[config.mk]
export PLATFORM = sky130hd
export DESIGN_NAME = rec_play_sequencer
export DESIGN_NICKNAME = d
export VERILOG_FILES = /design/src/rtl/rec_play_sequencer.sv
export SDC_FILE = /design/constraint.sdc
export NUM_CORES = 1
export LEC_CHECK = 0
export BUFFER_PORTS_ARGS = -buffer_cell sky130_fd_sc_hd__buf_2
export CAP_MARGIN = 0
export CORE_ASPECT_RATIO = 1.2
export CORE_MARGIN = 2
export CORE_UTILIZATION = 30
export DETAILED_ROUTE_END_ITERATION = 16
export GPL_TIMING_DRIVEN = 0
export PLACE_DENSITY = 0.63
export SLEW_MARGIN = 20
export SYNTH_ARGS = -nofsm -noshare
export SYNTH_HDL_FRONTEND = slang
export SYNTH_SLANG_ARGS = --single-unit
[constraint.sdc]
create_clock -name clk -period 2.9 [get_ports clk]
set_input_delay 0.435 -clock clk [delete_from_list [all_inputs] [get_ports clk]]
set_output_delay 0.435 -clock clk [all_outputs]
set_load 0.01 [all_outputs]
[src/rtl/rec_play_sequencer.sv]
// Record/playback sequencer for the guitar note RAM.
// Steps record and play one note per beat; owns RAM address and write enable.
module rec_play_sequencer #(
  parameter int ADDR_W = 6,
  parameter int DATA_W = 32
) (
  input  logic              clk,
  input  logic              resetn,
  input  logic              select,
  input  logic              back,
  input  logic              mode,
  input  logic              loop,
  input  logic              beat_tick,
  input  logic [DATA_W-1:0] note_in,
  input  logic [DATA_W-1:0] ram_q,
  output logic [ADDR_W-1:0] ram_address,
  output logic [DATA_W-1:0] ram_data,
  output logic              ram_wren,
  output logic [DATA_W-1:0] note_out,
  output logic              note_valid,
  output logic [ADDR_W:0]   take_len,
  output logic [3:0]        state
);

  localparam int DEPTH = 2 ** ADDR_W;

  typedef enum logic [3:0] {
    S_IDLE   = 4'd0,
    S_ARMED  = 4'd1,
    S_RECORD = 4'd2,
    S_DONE   = 4'd3,
    S_PLAY   = 4'd4
  } state_e;

  state_e            state_q, state_d;
  logic [ADDR_W-1:0] ptr_q, ptr_d;
  logic [ADDR_W:0]   len_q, len_d;
  logic [DATA_W-1:0] note_q, note_d;
  logic              valid_q, valid_d;
  logic              pend_q, pend_d;
  logic              sel_q, bk_q;
  logic              sel_p, bk_p;
  logic [ADDR_W:0]   ptr_nxt;

  assign sel_p   = select & ~sel_q;
  assign bk_p    = back & ~bk_q;
  assign ptr_nxt = {1'b0, ptr_q} + (ADDR_W+1)'(1);

  assign ram_address = ptr_q;
  assign ram_data    = note_in;
  assign ram_wren    = (state_q == S_RECORD) & beat_tick;
  assign note_out    = note_q;
  assign note_valid  = valid_q;
  assign take_len    = len_q;
  assign state       = state_q;

  // State, pointer, take length, playback output and button history
  always_ff @(posedge clk or negedge resetn) begin
    if (!resetn) begin
      state_q <= S_IDLE;
      ptr_q   <= '0;
      len_q   <= '0;
      note_q  <= '0;
      valid_q <= 1'b0;
      pend_q  <= 1'b0;
      sel_q   <= 1'b0;
      bk_q    <= 1'b0;
    end else begin
      state_q <= state_d;
      ptr_q   <= ptr_d;
      len_q   <= len_d;
      note_q  <= note_d;
      valid_q <= valid_d;
      pend_q  <= pend_d;
      sel_q   <= select;
      bk_q    <= back;
    end
  end

  // Next-state, pointer stepping and read pipeline
  always_comb begin
    state_d = state_q;
    ptr_d   = ptr_q;
    len_d   = len_q;
    note_d  = note_q;
    valid_d = 1'b0;
    pend_d  = 1'b0;
    if (pend_q) begin
      note_d  = ram_q;
      valid_d = 1'b1;
    end
    unique case (state_q)
      S_IDLE: begin
        if (sel_p) begin
          if (mode) begin
            state_d = S_ARMED;
          end else if (len_q != '0) begin
            state_d = S_PLAY;
            ptr_d   = '0;
          end
        end
      end
      S_ARMED: begin
        if (bk_p) begin
          state_d = S_IDLE;
        end else if (sel_p) begin
          state_d = S_RECORD;
          ptr_d   = '0;
          len_d   = '0;
        end
      end
      S_RECORD: begin
        if (beat_tick) begin
          ptr_d = ptr_nxt[ADDR_W-1:0];
          len_d = len_q + (ADDR_W+1)'(1);
          if (ptr_q == ADDR_W'(DEPTH - 1)) begin
            state_d = S_DONE;
          end
        end
        if (sel_p | bk_p) begin
          state_d = S_DONE;
        end
      end
      S_DONE: begin
        if (sel_p | bk_p) begin
          state_d = S_IDLE;
        end
      end
      S_PLAY: begin
        if (sel_p | bk_p) begin
          state_d = S_IDLE;
          note_d  = note_q;
          valid_d = 1'b0;
        end else if (beat_tick) begin
          pend_d = 1'b1;
          if (ptr_nxt == len_q) begin
            ptr_d = '0;
            if (!loop) begin
              state_d = S_IDLE;
            end
          end else begin
            ptr_d = ptr_nxt[ADDR_W-1:0];
          end
        end
      end
      default: begin
        state_d = S_IDLE;
      end
    endcase
  end

endmodule

==> results.yml <==
clocking:
  clk_root_buffer_cell: "clkbuf_8"
  ctsHtreeMaxLevel: 2
  cts_inserted_buffers: 5
  post_cts_resized: 0
  cts_hold_buffers: 0
  cts_tree: "yes"
  insertion_delay_ps: 310
  clkSlewWorstSetupHoldPaths_ps: 100
  postCtsSetupBuffers: 0
  clockBufferDepth: 2
  cts_sinks: 52
flow_run:
  maxCapViolCount: 0
layout:
  area_growth_pct: 31.8
  most-common-layout-cells: "buf_2 (122), nand2_1 (107), dfrtp_1 (52), buf_4 (34), o21ai_0 (18)"
  fin_area_um2: 3580
  post_route_cells_drive_above_1_share_pct: 40.1
  antennaDiodeCount: 0
  non_filler_cells_final: 559
  final_common_cell: "buf_2"
  layout.nets: 512
  nFillCells: 959
  utilization_pct: 40.1
synthesis:
  synthFlopType: "dfrtp_1"
  mappedNetlistNets: 385
  avgSynthCellArea_um2: 8.74
  yosysWarnings: 0
  synth_enable_flop_cells: 0
  netlist_instances: 311
  synth-seq-cells: 52
  number_of_different_library_cells_in_the_post_synthesis_netlist: 48
  yosysSeqAreaShare_pct: 47.9
  asyncSetResetFlopFracSynth_pct: 100
  synth_area_um2: 2720
global_routing:
  first_global_vias: 2274
  overflow: 0
  grtUsageTotal_pct: 13.1
  grt_antenna_before_repair: 0
  first_pass_grt_wire_length_um: 10500
  grt_start_max_net_pins: 53
sta:
  hold_vio_cnt_final: 0
  maxSlewViolCount: 0
  totalNegativeSetupSlack_ps: 0
  final.setup_skew_ps: 4.20
  finalCritPeriodShare_pct: 85.7
  fmaxAchievable_mhz: 402
  timing.final.setup_violations: 0
  tightestPinTransition_ps: 666
  min_period_ps: 2490
  unrepaired_setup_endpoints_after_global_routing: "no"
  worst_slew_margin_relative_to_its_limit_pct: 55.6
die:
  placementRows: 38
  floorplan.initialDensity_pct: 30.4
  fp.dieW_um: 90.9
  floorplan.die.height_um: 108
  die-area_um2: 9840
  core_area_um2: 8940
  boundaryPins: 154
setup_path:
  critical_path_class: "flip-flop to flip-flop"
  regToRegStartpoint: "ram_address[0]"
  reg2reg_to: "ram_address[3]"
  reg2reg_slack_ps: 410
  worst-endpoint-arrival_ps: 2680
  setup.worst_path.start_class: "flip-flop"
  cp.required_ps: 3100
  worst_setup_path_end_kind: "flip-flop"
  crit_path_max_fanout: 8
  worstRegToRegCells: 7
power:
  power_switching_share_pct: 37.6
  cellInternalPower_mw: 1.68
  p_seq_share_pct: 41.2
  powerDensity_nw_per_um2: 750
  switchingPower_mw: 1.01
  leakage_power_total_nw: 2.05
  power.clock.fraction_pct: 18.7
  share_comb_of_total_power_pct: 40.1
  power.ir.vdd_worst_mv: 0.351
drt:
  wl_um: 6590
  drcViolationCount: 0
  drt_first_pass_iters: 5
  num_vias: 2508
  drt-vias-per-instance: 4.49
  drt-wirelength-per-cell_um: 11.8
  first_iter_violations: 86
  detail-route-antenna-nets: 0
placed_design:
  port-buffer-count: 120
  dp_cells: 551
  placed_cell_area_um2: 3470
  place.gp.congestion: 0.816
  place_hpwl_um: 5030
outcome:
  status: "finished clean"
hold_path:
  hp-class: "input pin to async pin"
[logic make-up (layout without fill, tap and decap cells)]
| logic type | after synthesis | count (layout) | share of synthesized area (%) |
|---|---|---|---|
| other cells | 1 | 1 | 0.138 |
| flops | 52 | 52 | 47.9 |
| buf+inv | 52 | 180 | 12.1 |
| xor+xnor | 6 | 6 | 1.93 |
| simple gates | 151 | 151 | 24.1 |
| mux | 2 | 2 | 0.782 |
| compound gates | 44 | 44 | 11.7 |
| fa+ha+maj | 3 | 3 | 1.38 |
[per-stage QoR]
step           hold slack (ps)  setup slack, ps  power, mW
6_report                   159              415       2.69
5_1_grt                    207              261       2.91
4_1_cts                    177              432       2.73
3_5_place_dp               457              445       2.22
3_3_place_gp               454              497       2.19
2_1_floorplan              139              683       1.79
[flip-flops by register name (all words and copies together), names as in the netlist]
register,flops
state,3
sel_q,1
bk_q,1
take_len,7
ram_address,6
pend_q,1
note_valid,1
note_out,32
[power by group through the flow]
stage	combinational, mW	sequential [mW]	clock [mW]
floorplan	0.580	1.21	0
global route	1.22	1.15	0.548
detailed placement	1.09	1.13	0
finish	1.08	1.11	0.502
CTS	1.09	1.11	0.529
global placement	1.07	1.12	0
[area by class of cell]
cell class,count,area (µm²),share of cell area [%]
clock buffer,5,68.8,1.92
timing repair buffer,120,603,16.8
clock inverter,3,42.5,1.19
inverter,9,33.8,0.943
sequential,52,1300,36.3
multi-input combinational,207,1090,30.3
tap,120,150,4.19
buffer,43,297,8.28
[synthesized netlist by cell type, drive strengths merged (2+ instances only)]
| cell | n | area share (%) |
|---|---|---|
| xor2 | 3 | 0.97 |
| nor3 | 5 | 0.92 |
| a31oi | 4 | 0.92 |
| a22o | 5 | 1.6 |
| nand2 | 107 | 15 |
| nand4 | 3 | 0.69 |
| ha | 3 | 1.4 |
| nor2 | 13 | 1.8 |
| and3 | 4 | 1.0 |
| clkbuf | 6 | 0.83 |
| o21ai | 19 | 3.5 |
| nor2b | 6 | 1.5 |
| inv | 9 | 1.2 |
| a21oi | 3 | 0.55 |
| buf | 37 | 10 |
| nand3 | 2 | 0.55 |
| nand3b | 2 | 0.55 |
| dfrtp | 52 | 48 |
| xnor2 | 3 | 0.97 |
| nand2b | 3 | 0.69 |
[layer usage]
layer  vias to the layer above  part of all wire [%]  wire (µm)  global-route usage [%]
met2                       118                    49       3230                    23.7
met5                         -                     0          0                       0
met1                      1138                    42       2770                    15.6
met4                         0                   1.3         84                    4.22
met3                         8                   7.8        511                    2.93
li1                       1244                     -          -                       -
[how the worst max path moves through the flow]
stage / startpoint / endpoint / cells past startpoint
after floorplan: ram_address[0] / ram_address[4] / 7
after global placement: ram_address[0] / ram_address[4] / 7
after detailed placement: ram_address[0] / ram_address[4] / 7
after CTS: ram_address[0] / ram_address[4] / 7
after global routing: ram_address[0] / ram_address[3] / 7
final: ram_address[0] / ram_address[3] / 7
[critical path, stage by stage, from the launching register on]
cell and delay, ps:
dfrtp_1 480, ha_1 350, nand4b_1 140, a211oi_1 390, o311ai_4 190, a221oi_4 440
o21ai_0 150, a22o_1 240
(Power assumes the default switching activity.)
